## config.mk

```make
export PLATFORM = sky130hd
export DESIGN_NAME = alien_depth_sorter
export DESIGN_NICKNAME = d
export VERILOG_FILES = /design/src/rtl/alien_depth_sorter_pkg.sv /design/src/rtl/alien_sort_scan.sv /design/src/rtl/alien_depth_sorter.sv
export SDC_FILE = /design/constraint.sdc
export NUM_CORES = 2
export LEC_CHECK = 0
export ABC_AREA = 1
export ABC_CLOCK_PERIOD_IN_PS = 6010
export CAP_MARGIN = 15
export CORE_UTILIZATION = 25
export CTS_CLUSTER_SIZE = 10
export DETAILED_ROUTE_END_ITERATION = 10
export GPL_ROUTABILITY_DRIVEN = 0
export HOLD_SLACK_MARGIN = 0.1
export SLEW_MARGIN = 10
export SYNTH_ARGS = -nofsm -noshare
export SYNTH_HDL_FRONTEND = slang
export SYNTH_SLANG_ARGS = --single-unit
```

## constraint.sdc

```tcl
create_clock -name clk -period 6.01 [get_ports clk]
set_input_delay 1.202 -clock clk [delete_from_list [all_inputs] [get_ports clk]]
set_output_delay 1.202 -clock clk [all_outputs]
set_load 0.05 [all_outputs]
```

## src/rtl/alien_depth_sorter_pkg.sv

```systemverilog
// alien_depth_sorter_pkg: shared record layout, slot width/offsets and object limit
package alien_depth_sorter_pkg;

    localparam int OBJ_LIMIT = 16;
    localparam int SLOT_W    = 35;
    localparam int CNT_W     = 5;

    localparam int ACTIVE_LSB = 0;
    localparam int TYPE_LSB   = 1;
    localparam int FRAME_LSB  = 3;
    localparam int R_LSB      = 5;
    localparam int QUAD_LSB   = 9;
    localparam int X_LSB      = 11;
    localparam int Y_LSB      = 21;
    localparam int DL_LSB     = 31;
    localparam int DR_LSB     = 33;

    typedef struct packed {
        logic [1:0] _deriv_right;
        logic [1:0] _deriv_left;
        logic [9:0] _y_pos;
        logic [9:0] _x_pos;
        logic [1:0] _quadrant;
        logic [3:0] _r;
        logic [1:0] _frame_num;
        logic [1:0] _type;
        logic       _active;
    } alien_data_t;

endpackage

```

## src/rtl/alien_sort_scan.sv

```systemverilog
// alien_sort_scan: level/index scan counters and shadow append pointer for the depth sort
module alien_sort_scan
    import alien_depth_sorter_pkg::*;
#(
    parameter int N_OBJ    = OBJ_LIMIT,
    parameter int R_LEVELS = 16,
    localparam int IW = (N_OBJ > 1) ? $clog2(N_OBJ) : 1,
    localparam int LW = (R_LEVELS > 1) ? $clog2(R_LEVELS) : 1,
    localparam int CW = $clog2(N_OBJ + 1)
) (
    input  logic          clk,
    input  logic          rst,
    input  logic          en_i,
    input  logic [CW-1:0] stored_i,
    input  logic [3:0]    r_i,
    output logic [IW-1:0] idx_o,
    output logic [CW-1:0] wptr_o,
    output logic          hit_o,
    output logic          done_o
);

    logic [LW-1:0] level_q, level_d;
    logic [IW-1:0] idx_q, idx_d;
    logic [CW-1:0] wptr_q, wptr_d;
    logic          last_idx, last_level;

    // Every (level, index) pair is visited even past the stored count so SORT length is fixed
    always_comb begin
        last_idx   = idx_q == IW'(N_OBJ - 1);
        last_level = level_q == LW'(R_LEVELS - 1);
        hit_o      = en_i && (32'(idx_q) < 32'(stored_i)) && (32'(r_i) == 32'(level_q));
        done_o     = en_i && last_idx && last_level;
        idx_d      = !en_i ? '0 : (last_idx ? '0 : idx_q + 1'b1);
        level_d    = !en_i ? '0 : (last_idx ? (last_level ? '0 : level_q + 1'b1) : level_q);
        wptr_d     = !en_i ? '0 : wptr_q + CW'(hit_o);
    end

    // Counters idle at zero outside SORT so each frame scan starts fresh
    always_ff @(posedge clk or negedge rst) begin
        if (!rst) begin
            level_q <= '0;
            idx_q   <= '0;
            wptr_q  <= '0;
        end else begin
            level_q <= level_d;
            idx_q   <= idx_d;
            wptr_q  <= wptr_d;
        end
    end

    assign idx_o  = idx_q;
    assign wptr_o = wptr_q;

endmodule

```

## src/rtl/alien_depth_sorter.sv

```systemverilog
// alien_depth_sorter: frame loader, stable counting sort by distance and double-buffered display bank
// Optional build macro SORTER_QUADRANT_FILTER_EN keeps only records in quadrant QUADRANT.
module alien_depth_sorter
    import alien_depth_sorter_pkg::*;
#(
    parameter int N_OBJ    = OBJ_LIMIT,
    parameter int R_LEVELS = 16,
    parameter int QUADRANT = 0
) (
    input  logic                      clk,
    input  logic                      rst,
    input  logic                      in_valid,
    output logic                      in_ready,
    input  logic [SLOT_W-1:0]         in_data,
    input  logic                      in_last,
    input  logic                      frame_sync,
    output logic [N_OBJ*SLOT_W-1:0]   sorted_data,
    output logic [CNT_W-1:0]          sorted_count,
    output logic                      sorted_valid,
    output logic                      late
);

    localparam int IW = (N_OBJ > 1) ? $clog2(N_OBJ) : 1;
    localparam int CW = $clog2(N_OBJ + 1);
`ifdef SORTER_QUADRANT_FILTER_EN
    localparam bit FILTER = 1'b1;
`else
    localparam bit FILTER = 1'b0;
`endif

    typedef enum logic [1:0] {LOAD, SORT, HOLD} state_t;

    state_t                  state_q, state_d;
    alien_data_t             rec;
    alien_data_t             bank_q [N_OBJ];
    logic [CW-1:0]           load_idx_q, stored_q;
    logic [N_OBJ*SLOT_W-1:0] shadow_q, sorted_q;
    logic [CNT_W-1:0]        sorted_count_q;
    logic                    sorted_valid_q, late_q;
    logic                    accept, keep, swap, load_done;
    logic [IW-1:0]           scan_idx;
    logic [CW-1:0]           scan_wptr;
    logic                    scan_hit, scan_done;

    alien_sort_scan #(.N_OBJ(N_OBJ), .R_LEVELS(R_LEVELS)) u_scan (
        .clk      (clk),
        .rst      (rst),
        .en_i     (state_q == SORT),
        .stored_i (stored_q),
        .r_i      (bank_q[scan_idx]._r),
        .idx_o    (scan_idx),
        .wptr_o   (scan_wptr),
        .hit_o    (scan_hit),
        .done_o   (scan_done)
    );

    // Handshake decode and next-state: load until last/limit, fixed-length sort, hold until frame_sync
    always_comb begin
        rec       = alien_data_t'(in_data);
        in_ready  = state_q == LOAD;
        accept    = in_valid && in_ready;
        keep      = rec._active && (!FILTER || rec._quadrant == 2'(QUADRANT));
        load_done = load_idx_q == CW'(N_OBJ - 1);
        swap      = frame_sync && state_q == HOLD;
        state_d   = state_q;
        unique case (state_q)
            LOAD:    state_d = (accept && (in_last || load_done)) ? SORT : LOAD;
            SORT:    state_d = scan_done ? HOLD : SORT;
            HOLD:    state_d = frame_sync ? LOAD : HOLD;
            default: state_d = LOAD;
        endcase
    end

    // State register
    always_ff @(posedge clk or negedge rst) begin
        if (!rst) state_q <= LOAD;
        else      state_q <= state_d;
    end

    // Input bank only needs valid contents below the stored count, so it carries no reset
    always_ff @(posedge clk) begin
        if (accept && keep) bank_q[stored_q[IW-1:0]] <= rec;
    end

    // Load counters, shadow append, and the frame_sync swap into the display bank
    always_ff @(posedge clk or negedge rst) begin
        if (!rst) begin
            load_idx_q     <= '0;
            stored_q       <= '0;
            shadow_q       <= '0;
            sorted_q       <= '0;
            sorted_count_q <= '0;
            sorted_valid_q <= 1'b0;
            late_q         <= 1'b0;
        end else begin
            sorted_valid_q <= swap;
            late_q         <= frame_sync && state_q != HOLD;
            if (accept) begin
                load_idx_q <= load_idx_q + 1'b1;
                if (keep) stored_q <= stored_q + 1'b1;
            end
            if (scan_hit) shadow_q[int'(scan_wptr)*SLOT_W +: SLOT_W] <= bank_q[scan_idx];
            if (swap) begin
                sorted_q       <= shadow_q;
                sorted_count_q <= CNT_W'(stored_q);
                load_idx_q     <= '0;
                stored_q       <= '0;
                shadow_q       <= '0;
            end
        end
    end

    assign sorted_data  = sorted_q;
    assign sorted_count = sorted_count_q;
    assign sorted_valid = sorted_valid_q;
    assign late         = late_q;

endmodule

```

==> impl_metrics.env <==
export IMPL_hold_buffers=0
export IMPL_coreArea_um2=280100
export IMPL_avgSynthCellArea_um2=9.655
export IMPL_synth_most_common_cell="nand2_1"
export IMPL_cts_root_buf="clkbuf_16"
export IMPL_fmax_mhz=216.8
export IMPL_cts_setup_buffers=0
export IMPL_slowest_delay_ns=0.86
export IMPL_synth_ff_type="dfrtp_1"
export IMPL_fin_worst_skew_ns=0.1254
export IMPL_nFillCells=28800
export IMPL_cts_made_buffers=204
export IMPL_synthTopCellsByCount="nand2_1 (2595), dfrtp_1 (1152), nand3_1 (646)"
export IMPL_synth_top_cell_by_area="dfrtp_1"
export IMPL_synth_edf_count=560
export IMPL_num_nets_final=7740
export IMPL_p_per_area_nw_per_um2=390.2
export IMPL_die_w_um=533.4
export IMPL_critical_path_buf_inv_count=5
export IMPL_placed_area_um2=80350
export IMPL_synth_seq_cells=1712
export IMPL_crit_cells=12
export IMPL_crit_required_ns=6.75
export IMPL_status="finished, final reports clean"
export IMPL_cts_resized=0
export IMPL_io_buffers=607
export IMPL_cts_num_sinks=1712
export IMPL_cp_endpoint="shadow_q[198]$_DFFE_PN0P_"
export IMPL_synth_cell_types=35
export IMPL_synth_top_cell_area_share_pct=40.83
export IMPL_crit_path_end_kind="register"
export IMPL_finalSetupViolCount=0
export IMPL_rsz0062_at_grt="false"
export IMPL_drv_cap=0
export IMPL_ys_warn_count=0
export IMPL_tns_ns=0
export IMPL_remaining_drc_errors=0
export IMPL_overflow=0
export IMPL_antenna_found_initial=28
export IMPL_yosysSeqAreaShare_pct=64.65
export IMPL_power_leakage_uw=0.03923
export IMPL_period_minus_slack_ns=4.612
export IMPL_hpwl_um=188100
export IMPL_start_kind="register"
export IMPL_critPathArrivalTime_ns=5.35
export IMPL_grt_use_total_pct=19.00
export IMPL_grt_start_max_net_pins=217
export IMPL_drt_initial_drc_count=6036
export IMPL_grt_pass1_wl_um=396300
export IMPL_vias=56950
export IMPL_clockBufferDepth=4
export IMPL_async_reset_ff_share_pct=67.29
export IMPL_final_area_um2=86080
export IMPL_syn_nets=7366
export IMPL_setup_worst_path_start="u_scan.idx_o[2]$_DFF_PN0_"
export IMPL_cts_tree="built"
export IMPL_timing_rr_end="shadow_q[198]$_DFFE_PN0P_"
export IMPL_worstReg2RegStart="u_scan.idx_o[2]$_DFF_PN0_"
export IMPL_rows=194
export IMPL_initial_core_util_pct=25.20
export IMPL_hold_class="in2async"
export IMPL_drt_pass1_iter_count=7
export IMPL_grt_pass1_vias=54370
export IMPL_ir_drop_mv=0.8131
export IMPL_netlist_top_cells_area="dfrtp_1 (41%), edfxtp_1 (24%), nand2_1 (14%)"
export IMPL_h_tree_depth=4
export IMPL_rrSetupSlack_ns=1.40
export IMPL_dieHeight_um=533.4
export IMPL_critPathSlowestCell="dfrtp_4"
export IMPL_clkSlewWorstSetupHoldPaths_ns=0.06
export IMPL_clock_latency_ns=0.92
export IMPL_post_drt_wl_per_cell_um=24.19
export IMPL_num_io_pins=608
export IMPL_area_delta_synth_final_pct=21.93
export IMPL_vias_per_cell=4.950
export IMPL_cp_top_family="buffers and inverters"
export IMPL_worst_pin_slew_ns=1.200
export IMPL_maxSlewViolCount=0
export IMPL_critPathKind="reg2reg"
export IMPL_routed_wl_um=278300
export IMPL_layout_drive_gt1_share_pct=6.269
export IMPL_crit_fanout=106
export IMPL_r2r_cells=12
export IMPL_finalHoldViolations=0
export IMPL_finalCritPeriodShare_pct=76.74
export IMPL_dieArea_um2=284500
export IMPL_syn_inst=7312
export IMPL_syn_area_um2=70600
export IMPL_slew_headroom_pct=19.99
export IMPL_ant_nets=0
export IMPL_crit_chain="clkinv_1 -> buf_4 -> nand3_1 -> nand3_1 -> nand2_2 -> nor2_1 -> nor2_4 -> buf_12 -> buf_4 -> buf_12 -> nand4_1 -> nand2_1"
stage by stage:
step	total power, uW	hold slack [ns]	instances	utilization, %	setup WS, ns
after CTS	33570	0.4255	11490	30.72	1.518
after global placement	22320	0.4563	11200	28.69	1.629
final	33590	0.4232	11510	30.73	1.398
after detailed placement	22470	0.4580	11200	28.69	1.599
after global routing	34760	0.4365	11490	30.72	1.114
after floorplan	18580	0.4507	7312	-	2.196
cells by family (layout without fill, tap and decap cells):
family	Yosys count	in the layout	share of synthesized area (%)
AND/OR/NAND/NOR	4475	4475	27.61
flip-flops	1712	1712	64.65
buffers and inverters	683	1139	4.170
AO/OA/AOI/OAI	422	422	3.242
adder cells (fa/ha/maj)	14	14	0.2481
XOR/XNOR	6	6	0.07445
other	0	13	0
power breakdown:
group / switching, uW / internal (uW)
registers: 275 / 12300
logic: 8070 / 1840
clock network: 4770 / 6340
layout by cell type (no fill, tap or decap), drive strengths merged:
cell	count
nand2	2599
dfrtp	1152
nand3	687
clkdlybuf4s50	606
nor2	579
nand4	570
edfxtp	560
o21ai	277
clkbuf	270
buf	134
o22ai	128
inv	112
nor3	38
ha	14
clkinv	14
diode	13
a21oi	11
o211ai	4
xor2	3
xnor2	3
bufinv	2
nor4	2
a211oi	1
o221ai	1
clkinvlp	1
metal layers:
layer	share of wire (%)	global-route usage, %	up-vias	wire (um)
li1	-	-	25380	-
met1	38	22.87	28160	105000
met2	46	30.48	2755	128000
met3	8.6	4.561	629	23980
met4	7.6	12.12	34	21080
met5	0.075	0	-	210
how the worst min path moves through the flow:
| stage | endpoint | depth (start not counted) | slack, ns |
|---|---|---|---|
| floorplan | sorted_data[0]$_DFFE_PN0P_ | 2 | 0.45 |
| global placement | sorted_data[282]$_DFFE_PN0P_ | 2 | 0.46 |
| detailed placement | sorted_data[163]$_DFFE_PN0P_ | 2 | 0.46 |
| CTS | sorted_data[440]$_DFFE_PN0P_ | 2 | 0.43 |
| global route | sorted_data[229]$_DFFE_PN0P_ | 1 | 0.44 |
| finish | sorted_data[512]$_DFFE_PN0P_ | 1 | 0.42 |
layout make-up:
type,count,area [um2],share of cell area [%]
sequential,1712,45650,53.04
multi-input combinational,4917,22170,25.75
timing repair buffer,740,7442,8.646
clock buffer,270,5453,6.335
tap,3724,4659,5.413
inverter,111,434.2,0.5044
clock inverter,18,237.7,0.2762
antenna,13,32.53,0.03779
state kept, by name, summed over array words and instances (netlist names):
signal,cells
u_scan.wptr_o,5
bank_q,560
u_scan.level_q,4
load_idx_q,5
sorted_count,5
state_q,2
sorted_data,560
stored_q,5
shadow_q,560
late,1
u_scan.idx_o,4
sorted_valid,1
(Power assumes the default switching activity.)
